**config.mk**
```make
export PLATFORM = sky130hd
export DESIGN_NAME = spi_count_slave
export DESIGN_NICKNAME = d
export VERILOG_FILES = /design/src/rtl/spi_count_pkg.sv /design/src/rtl/spi_count_slave_sync_edge_detect.sv /design/src/rtl/spi_count_slave.sv
export SDC_FILE = /design/constraint.sdc
export NUM_CORES = 1
export LEC_CHECK = 0
export ABC_CLOCK_PERIOD_IN_PS = 5200
export CAP_MARGIN = 30
export CORE_MARGIN = 3
export CORE_UTILIZATION = 61
export CTS_CLUSTER_SIZE = 40
export DETAILED_ROUTE_END_ITERATION = 10
export MAX_ROUTING_LAYER = met4
export PLACE_DENSITY = 0.83
export SKIP_CTS_REPAIR_TIMING = 1
export SLEW_MARGIN = 20
export SYNTH_ARGS = -nofsm -noshare
export SYNTH_HDL_FRONTEND = slang
export SYNTH_HIERARCHICAL = 1
export SYNTH_SLANG_ARGS = --single-unit
```
**constraint.sdc**
```tcl
create_clock -name clk -period 5.2 [get_ports clk]
set_clock_uncertainty 0.1 [all_clocks]
set_input_delay 1.3 -clock clk [delete_from_list [all_inputs] [get_ports clk]]
set_output_delay 1.3 -clock clk [all_outputs]
set_load 0.02 [all_outputs]
```
**src/rtl/spi_count_pkg.sv**
```systemverilog
// Shared constants and FSM state type for the SPI count slave.
// The top and its synchronizer sub-module import this package.
package spi_count_pkg;

   localparam int FRAME_BITS    = 16;
   localparam int DEF_WIDTH     = 14;
   localparam int DEF_MAX_COUNT = 9999;

   // Bit counter holds 0..17; 17 marks an overrun (more than FRAME_BITS clocks)
   localparam int                  CNT_BITS = 5;
   localparam logic [CNT_BITS-1:0] BIT_SAT  = CNT_BITS'(FRAME_BITS + 1);
   localparam logic [CNT_BITS-1:0] BIT_FULL = CNT_BITS'(FRAME_BITS);

   typedef enum logic [1:0] {
      ST_IDLE  = 2'd0,
      ST_SHIFT = 2'd1,
      ST_CHECK = 2'd2
   } state_t;

endpackage

```
**src/rtl/spi_count_slave_sync_edge_detect.sv**
```systemverilog
// Multi-flop synchronizer for an asynchronous input with rise/fall pulses.
// Edges are suppressed until the chain holds real samples after reset.
module sync_edge_detect #(
   parameter int   STAGES  = 2,
   parameter logic RST_VAL = 1'b0
) (
   input  logic clk,
   input  logic rst,
   input  logic din,
   output logic rise,
   output logic fall
);

   localparam int SETTLE = STAGES + 1;
   localparam int CW     = $clog2(SETTLE + 1);

   logic [STAGES-1:0] sync_reg;
   logic              prev_reg;
   logic [CW-1:0]     settle_reg;
   logic              settled;
   logic              sync_out;

   generate
      if (STAGES > 1) begin : g_chain
         always_ff @(posedge clk or negedge rst) begin
            if (!rst) sync_reg <= {STAGES{RST_VAL}};
            else      sync_reg <= {sync_reg[STAGES-2:0], din};
         end
      end else begin : g_single
         always_ff @(posedge clk or negedge rst) begin
            if (!rst) sync_reg <= RST_VAL;
            else      sync_reg <= din;
         end
      end
   endgenerate

   assign sync_out = sync_reg[STAGES-1];

   // The reset value differs from the live input, so the first transition
   // after reset release is an artefact and must not count as an edge.
   always_ff @(posedge clk or negedge rst) begin
      if (!rst) begin
         prev_reg   <= RST_VAL;
         settle_reg <= '0;
      end else begin
         prev_reg <= sync_out;
         if (!settled) settle_reg <= settle_reg + 1'b1;
      end
   end

   assign settled = (settle_reg == CW'(SETTLE));
   assign rise    = settled &  sync_out & ~prev_reg;
   assign fall    = settled & ~sync_out &  prev_reg;

endmodule

```
**src/rtl/spi_count_slave.sv**
```systemverilog
// SPI mode-0 slave that receives a 16-bit frame, range-checks the low WIDTH
// bits and publishes them as count_out; miso reads back the previous count.
module spi_count_slave
   import spi_count_pkg::*;
#(
   parameter int WIDTH       = DEF_WIDTH,
   parameter int MAX_COUNT   = DEF_MAX_COUNT,
   parameter int SYNC_STAGES = 2
) (
   input  logic             clk,
   input  logic             rst,
   input  logic             sclk,
   input  logic             cs_n,
   input  logic             mosi,
   output logic             miso,
   output logic [WIDTH-1:0] count_out,
   output logic             count_valid,
   output logic             frame_err
);

   localparam logic [WIDTH-1:0] MAX_VAL = MAX_COUNT[WIDTH-1:0];

   logic sclk_rise, sclk_fall;
   logic cs_rise, cs_fall;
   logic mosi_s;

   logic [SYNC_STAGES-1:0] mosi_sync_reg;

   state_t                state_reg;
   logic [CNT_BITS-1:0]   bit_cnt_reg;
   logic [WIDTH-1:0]      rx_reg;
   logic [FRAME_BITS-1:0] tx_reg;
   logic [FRAME_BITS-1:0] tx_load;
   logic [WIDTH-1:0]      count_reg;
   logic                  valid_reg;
   logic                  err_reg;
   logic                  miso_reg;
   logic                  pending_reg;

   sync_edge_detect #(
      .STAGES  (SYNC_STAGES),
      .RST_VAL (1'b0)
   ) u_sclk_sync (
      .clk  (clk),
      .rst  (rst),
      .din  (sclk),
      .rise (sclk_rise),
      .fall (sclk_fall)
   );

   sync_edge_detect #(
      .STAGES  (SYNC_STAGES),
      .RST_VAL (1'b1)
   ) u_cs_sync (
      .clk  (clk),
      .rst  (rst),
      .din  (cs_n),
      .rise (cs_rise),
      .fall (cs_fall)
   );

   // mosi only needs the same latency as sclk so it is sampled aligned
   generate
      if (SYNC_STAGES > 1) begin : g_mosi_chain
         always_ff @(posedge clk or negedge rst) begin
            if (!rst) mosi_sync_reg <= '0;
            else      mosi_sync_reg <= {mosi_sync_reg[SYNC_STAGES-2:0], mosi};
         end
      end else begin : g_mosi_single
         always_ff @(posedge clk or negedge rst) begin
            if (!rst) mosi_sync_reg <= '0;
            else      mosi_sync_reg <= mosi;
         end
      end
   endgenerate

   assign mosi_s  = mosi_sync_reg[SYNC_STAGES-1];
   assign tx_load = FRAME_BITS'(count_reg);

   always_ff @(posedge clk or negedge rst) begin
      if (!rst) begin
         state_reg   <= ST_IDLE;
         bit_cnt_reg <= '0;
         rx_reg      <= '0;
         tx_reg      <= '0;
         count_reg   <= '0;
         valid_reg   <= 1'b0;
         err_reg     <= 1'b0;
         miso_reg    <= 1'b0;
         pending_reg <= 1'b0;
      end else begin
         valid_reg <= 1'b0;
         err_reg   <= 1'b0;
         unique case (state_reg)
            ST_IDLE: begin
               miso_reg <= 1'b0;
               if (cs_fall || pending_reg) begin
                  pending_reg <= 1'b0;
                  bit_cnt_reg <= '0;
                  rx_reg      <= '0;
                  tx_reg      <= tx_load;
                  miso_reg    <= tx_load[FRAME_BITS-1];
                  state_reg   <= ST_SHIFT;
               end
            end
            ST_SHIFT: begin
               if (cs_rise) begin
                  // Verdict is registered here so the pulse is visible in CHECK
                  miso_reg  <= 1'b0;
                  state_reg <= ST_CHECK;
                  if (bit_cnt_reg == BIT_FULL && rx_reg <= MAX_VAL) begin
                     count_reg <= rx_reg;
                     valid_reg <= 1'b1;
                  end else begin
                     err_reg <= 1'b1;
                  end
               end else begin
                  if (sclk_rise) begin
                     rx_reg <= {rx_reg[WIDTH-2:0], mosi_s};
                     if (bit_cnt_reg != BIT_SAT) bit_cnt_reg <= bit_cnt_reg + 1'b1;
                  end
                  if (sclk_fall) begin
                     tx_reg   <= {tx_reg[FRAME_BITS-2:0], 1'b0};
                     miso_reg <= tx_reg[FRAME_BITS-2];
                  end
               end
            end
            ST_CHECK: begin
               // A select arriving now must still start the next frame
               if (cs_fall) pending_reg <= 1'b1;
               state_reg <= ST_IDLE;
            end
            default: state_reg <= ST_IDLE;
         endcase
      end
   end

   assign miso        = miso_reg;
   assign count_out   = count_reg;
   assign count_valid = valid_reg;
   assign frame_err   = err_reg;

endmodule

```
## Word-level counts from Yosys, hierarchy flattened

Index checks and enable logic that the tools add are counted.

- Input bits: 5
- Output and inout port bits: 17
- Word-level logic and storage cells: 86
- Bits in registers: 66

- $add $sub $neg: 3
- Reduce and logical (&&, ||, !) cells: 12
- $lt $le $gt $ge: 1
- Mux-type cells: 28
- Eq/ne operators: 14
- Bitwise logic cells: 12

Operators by type and width:

| operator | number |
|---|---|
| 15-bit 2-to-1 mux | 3 |
| 14-bit 2-to-1 mux | 3 |
| 15-bit one-hot mux with 2 select lines | 1 |
| 14-bit one-hot mux with 2 select lines | 1 |
| 5-bit 2-to-1 mux | 4 |
| 14-bit <= comparator, second input constant | 1 |
| 2-bit inequality test, second input constant | 7 |
| 1-bit 2-to-1 mux | 10 |
| 5-bit one-hot mux with 2 select lines | 1 |
| 1-bit AND | 8 |
| 4-bit AND reduction | 2 |
| 2-bit == test, second input constant | 3 |
| 3-bit AND reduction | 2 |
| 5-bit by 1-bit adder with 5-bit output, second input constant | 1 |
| 5-bit == test, second input constant | 1 |
| 5-bit inequality test, second input constant | 1 |
| 5-bit AND reduction | 1 |
| 2-bit by 1-bit adder with 2-bit output, second input constant | 2 |
| 2-bit 2-to-1 mux | 2 |
| 1-bit inverter | 4 |
| 1-bit one-hot mux with 2 select lines | 2 |
| 2-bit one-hot mux with 2 select lines | 1 |
| 2-bit AND reduction | 2 |
| 2-bit nonzero test | 2 |
| other kinds (5) | 5 |

## Longest topological paths before layout

Gate-level depths: netlist of the first run.

- Word-level depth: 6
- Depth in mapped cells: 8
- Depth with buffers taken out: 6

## By module

The synthesis of the first run kept the hierarchy.

Modules (own cells, without submodules):

| module | cells each | area each (um^2) | instances |
|---|---|---|---|
| spi_count_slave | 223 | 2439.8 | 1 |
| sync_edge_detect (u_cs_sync) | 10 | 185.2 | 1 |
| sync_edge_detect (u_sclk_sync) | 10 | 181.4 | 1 |

## Worst setup path after synthesis of the first run

OpenSTA, ideal clock, no wires.

- Kind: reg-to-reg
- From: reg u_cs_sync.settle_reg[0]
- To: reg bit_cnt_reg[0]
- Library setup time: 125 ps
- Buffers on the path: 1
- Data required time: 4975 ps
- Data arrival time: 1933 ps
- Path slack: 3043 ps
- Stages on the path, launching flop included: 8
- Clock period less this slack: 2157 ps
- Cell sequence: dfrtp_1 -> ha_1 -> and3b_2 -> nand2b_1 -> a211o_1 -> clkbuf_1 -> or2_2 -> mux2_2

RTL lines:

| what | line | source |
|---|---|---|
| from (decl) | spi_count_slave_sync_edge_detect.sv:19 | `logic [CW-1:0] settle_reg;` |
| from (signal assigned) | spi_count_slave_sync_edge_detect.sv:47 | `if (!settled) settle_reg <= settle_reg + 1'b1;` |
| 2-bit == test | spi_count_slave_sync_edge_detect.sv:51 | `assign settled = (settle_reg == CW'(SETTLE));` |
| 1-bit AND (2 in a row) | spi_count_slave_sync_edge_detect.sv:52 | `assign rise = settled & sync_out & ~prev_reg;` |
| named net cs_rise | spi_count_slave.sv:24 | `logic cs_rise, cs_fall;` |
| 2-bit inequality test (no source line) | n/a |  |
| 5-bit AND reduction (no source line) | n/a |  |
| to (signal assigned) | spi_count_slave.sv:120 | `if (bit_cnt_reg != BIT_SAT) bit_cnt_reg <= bit_cnt_reg + 1'b1;` |
| to (decl) | spi_count_slave.sv:30 | `logic [CNT_BITS-1:0] bit_cnt_reg;` |

The timed path passes the listed nets, and every way through them passes these cells.
A chain may end at the register's enable or synchronous reset.

## Worst setup path after layout of the first run

- From: reg miso_reg (netlist: miso)
- To: out miso

RTL lines:

| what | line | source |
|---|---|---|
| from (decl) | spi_count_slave.sv:37 | `logic miso_reg;` |
| from (signal assigned) | spi_count_slave.sv:102 | `miso_reg <= tx_load[FRAME_BITS-1];` |
| from (signal assigned) | spi_count_slave.sv:124 | `miso_reg <= tx_reg[FRAME_BITS-2];` |
| to (decl) | spi_count_slave.sv:15 | `output logic miso,` |

No word-level cell between the ends.

==> results of run 1 <==
## metal layers
layer  global-route usage, %  wire [um]  vias to the layer above  part of all wire (%)
li1                        -          -                      876                     -
met1                    26.8       2370                      910                    46
met2                    33.5       2490                       35                    49
met3                    9.44        181                        8                   3.5
met4                    6.04         61                        0                   1.2
met5                       -          0                        -                     0
## metrics by stage
step,setup WS [ns],util (%),cell area (sq um)
after detailed placement,2.61,69.0,3030
after global placement,2.70,68.9,3020
final,2.39,74.3,3260
after global routing,2.37,74.3,3260
after floorplan,3.04,-,2810
after CTS,2.38,74.0,3240
## power by group through the flow
stage                     clock network, mW  logic (mW)  registers [mW]
after global routing                  0.500       0.425           0.702
after floorplan                           0       0.299           0.668
after CTS                             0.475       0.367           0.689
after detailed placement                  0       0.362           0.697
after global placement                    0       0.347           0.690
final                                 0.465       0.378           0.691
## final timing paths
kind                                         start                to  slack, ns  cells after the start
max                                           miso              miso       2.39                      1
min                               mosi_sync_reg[0]  mosi_sync_reg[1]       0.26                      0
max reg2reg                u_cs_sync/settle_reg[0]     count_out[12]       2.72                      5
min reg2reg                       mosi_sync_reg[0]  mosi_sync_reg[1]       0.26                      0
max in group asynchronous                      rst        tx_reg[11]       3.19                      2
min in group asynchronous                      rst         tx_reg[6]       0.92                      1
## area by class of cell
type	instances	area (sq um)
Clock inverter	6	80.1
Tap cell	52	65.1
Multi-Input combinational cell	154	1050
Inverter	9	33.8
Timing Repair Buffer	24	235
Sequential cell	66	1660
Clock buffer	10	138
Fill cell	297	1120
## cells in the final DEF (no fill, tap or decap), types with 2 or more instances in the layout
cell,n
dfrtp_1,63
nand2_1,31
o21ai_0,22
clkdlybuf4s50_1,20
a21oi_1,17
nor2_1,15
mux2i_1,13
mux2_4,11
clkbuf_8,10
inv_1,9
mux2_2,6
ha_1,5
clkinv_2,4
and3b_2,4
nor3_1,3
nand3_1,3
dfstp_2,3
nor4_1,2
or4_1,2
or3_1,2
nand3b_1,2
bufinv_16,2
buf_4,2
xnor2_1,2
## kinds of logic after synthesis
kind of cell,count (synthesis)
mux,30
flops,66
xor+xnor,2
compound gates,47
fa+ha+maj,5
simple gates,70
buf+inv,23
==> qor.csv, run 1 <==
metric,value,unit
Detail Placement HPWL,3.26,mm
Post-Syn Nets,253,
Synth Flop Type,dfrtp_1,
Crit-path slowest cell,clkdlybuf4s50_1,
io pins,22,
Yosys reg bits,66,
Post-Place Cells,304,
main combinational cell family by area after synthesis,multiplexers,
"Seq/Total Area, Yosys",59.0,%
DRT Pass-1 Iters,4,
Buf/Inv on CP,1,
diode count,0,
Clock transition at path regs,0.07,ns
Synth Area in Adders,2.23,%
final cell count without fillers,321,
Netlist cell types,36,
post-synthesis xor/xnor area fraction,0.624,%
hold crit path type,flop to flop,
# setup viols final,0,
area share of the largest cell type after synthesis,56.2,%
"CP delay by family, top",buffers and inverters,
initial core utilization,64.0,%
Die Height,73.8,um
final hold vios,0,
crit path cell chain,clkdlybuf4s50_1,
Setup TNS Final,0,ns
# clock sinks,66,
compound-cell area share of the yosys netlist,9.09,%
"EDFF count, synth",0,
CP peak stage delay,0.66,ns
status,"finished, final reports clean",
Post-Synth Simple-Gate Area,12.1,%
Worst Path Max Fanout,3,
DRC viols,0,
final wirelength,5.10,mm
vias in the first global route,1737,
final period utilization,54.1,%
sw frac,32.1,%
die span in x,73.8,um
Largest register FFs,15,
combinational power share,24.6,%
Antenna Violating Nets Remaining,0,
TritonCTS clock tree,built,
Leakage Power,1.50,nW
P_int,1.04,mW
post-synthesis cell count,243,
worst skew pair latency,0.34,ns
gr ovfl total,0,
WP data required,3.80,ns
ys async rst share,100,%
max_cap viols,0,
Power Total,1.53,mW
Slew headroom,45.0,%
clk buf depth,2,
mux contribution to synthesized area,12.9,%
Synth area leader,dfrtp_1,
Psw,0.493,mW
RSZ-0062 raised after global routing,no,
largest net degree at the start of global routing,38,
Setup CP Type,flop to output port,
YS warnings,6,
Syn Area/Cell,11.5,sq um
Area contributors post-synth,"dfrtp_1 (56%), mux2_4 (5.9%), mux2i_1 (4.6%), nand2_1 (4.1%), o21ai_0 (3.9%)",
CTS root buf,clkbuf_8,
"Net count, final",274,
Synth top cells by count,"dfrtp_1 (63), nand2_1 (31), o21ai_0 (22)",
Initial DRC Count,104,
Layout area overhead,16.1,%
CORE AREA,4380,sq um
Slew Limit Fails,0,
row count,24,
Die ar.,5450,sq um
power per cell area,471,nW/um^2
CP endpoint kind,output port,
synthesized area,2810,sq um
via/cell ratio,5.70,
RD Place Congestion,0.851,
Worst setup SP type,flop,
Vias,1829,
fmax,356,MHz
Worst Hold Margin,0.256,ns
share of layout cells above drive strength 1,17.8,%
initial antenna violation count,0,
# H-tree levels,3,
global-route wire length before repair,8.42,mm
WP data arrival,1.41,ns
Avg WL per Cell,15.9,um
Worst-Margin Slew,0.826,ns
I/O Buffers,21,
part of the power in registers,45.0,%
top-count cell post-synth,dfrtp_1,
total track usage,21.9,%
worst vdd ir,0.000323,V
share of total power in the clock network,30.3,%
TritonCTS buffer count,9,
min cycle time layout,2.81,ns
(Power assumes the default switching activity.)
==> inputs of run 2 (changes only) <==
- ABC_CLOCK_PERIOD_IN_PS: 5200 -> 2440
- CORE_UTILIZATION: 61 -> 52
- PLACE_DENSITY: 0.83 -> 0.75
- clock period: 5.2 -> 2.44 ns (I/O delays scaled with it)
==> qor.csv, run 2 (synthesis gave the netlist of run 1 again) <==
metric,value,unit
status,"finished, final reports clean",
TritonCTS buffer count,9,
Detail Placement HPWL,3.21,mm
worst skew pair latency,0.34,ns
CORE AREA,5170,sq um
vias in the first global route,2004,
Worst-Margin Slew,0.538,ns
Initial DRC Count,157,
largest net degree at the start of global routing,67,
gr ovfl total,0,
Slew Limit Fails,0,
Largest register FFs,15,
diode count,0,
initial antenna violation count,0,
"commonest cells after routing, fill and taps aside","dfrtp_1 (63), nand2_1 (31), o21ai_0 (22)",
Leakage Power,1.51,nW
Clock transition at path regs,0.07,ns
min cycle time layout,2.22,ns
Layout area overhead,17.4,%
I/O Buffers,21,
Worst Path Max Fanout,16,
WP data required,2.57,ns
TritonCTS clock tree,built,
Vias,1812,
Setup TNS Final,0,ns
worst r2r path cells,7,
Antenna Violating Nets Remaining,0,
global-route wire length before repair,9.18,mm
Setup CP Type,flop to flop,
WP data arrival,2.35,ns
RR Endpoint,bit_cnt_reg[0],
initial core utilization,54.3,%
fmax,450,MHz
Critical path origin,u_cs_sync/settle_reg[0],
total track usage,19.6,%
Worst R2R Setup Slack,0.22,ns
Reg2Reg Launch Point,u_cs_sync/settle_reg[0],
post-route cell area,3290,sq um
worst vdd ir,0.000462,V
clk buf depth,2,
power per cell area,976,nW/um^2
DRC viols,0,
Slew headroom,63.8,%
via/cell ratio,5.30,
Die ar.,6310,sq um
row count,26,
Die Height,79.5,um
CTS root buf,clkbuf_8,
io pins,22,
final hold vios,0,
Post-DP Area,3100,sq um
# setup viols final,0,
"worst slack, placed",0.234,ns
RD Place Congestion,0.722,
# H-tree levels,3,
max_cap viols,0,
RSZ-0062 raised after global routing,no,
Worst setup SP type,flop,
# clock sinks,66,
final setup margin,0.219,ns
"Net count, final",277,
final wirelength,4.92,mm
Final Util,63.7,%
final period utilization,91.0,%
DRT Pass-1 Iters,4,
CP endpoint kind,flop,
share of layout cells above drive strength 1,17.6,%
hold crit path type,input port to async pin,
Worst Hold Margin,0.182,ns
die span in x,79.5,um
"commonest non-fill, non-tap cell in the layout",dfrtp_1,
Avg WL per Cell,14.4,um
## run 2: through the flow
stage	power, mW	instances
2_1_floorplan	2.06	243
3_3_place_gp	2.27	326
3_5_place_dp	2.32	326
4_1_cts	3.25	342
5_1_grt	3.46	342
6_report	3.21	342
## run 2: layout make-up
type	instances	area, sq um
Clock inverter	2	35.0
Clock buffer	14	163
Timing Repair Buffer	27	275
Multi-Input combinational cell	154	1040
Fill cell	420	1880
Inverter	9	33.8
Sequential cell	66	1660
Tap cell	70	87.6
## run 2: critical path: stages, from the launching register on
cell and delay, ns:
dfrtp_1 0.39, ha_1 0.26, and3b_2 0.26, nor3_1 0.23
a211o_1 0.29, buf_4 0.24, nor3_1 0.06, mux2_2 0.27
## run 2: worst max path at each step
| stage | to |
|---|---|
| 2_1_floorplan | bit_cnt_reg[0] |
| 3_3_place_gp | bit_cnt_reg[0] |
| 3_5_place_dp | bit_cnt_reg[0] |
| 4_1_cts | bit_cnt_reg[0] |
| 5_1_grt | bit_cnt_reg[0] |
| 6_report | bit_cnt_reg[0] |
## run 2: routing by layer
metal | part of all wire, % | track usage (%) | vias to the layer above
met5 | 0 | - | -
met2 | 47 | 30.8 | 32
met3 | 4.1 | 3.84 | 12
met4 | 2.3 | 11.5 | 0
li1 | - | - | 883
met1 | 46 | 23.6 | 885
## run 2: where the power goes
part	switching, mW	internal, mW
logic	0.489	0.346
registers	0.162	1.31
clock network	0.384	0.528
==> inputs of run 3 (changes only) <==
- SKIP_LAST_GASP: unset -> 1
==> results of run 3 <==
Same layout as run 2: the final DEF is identical, and so are final timing and power.
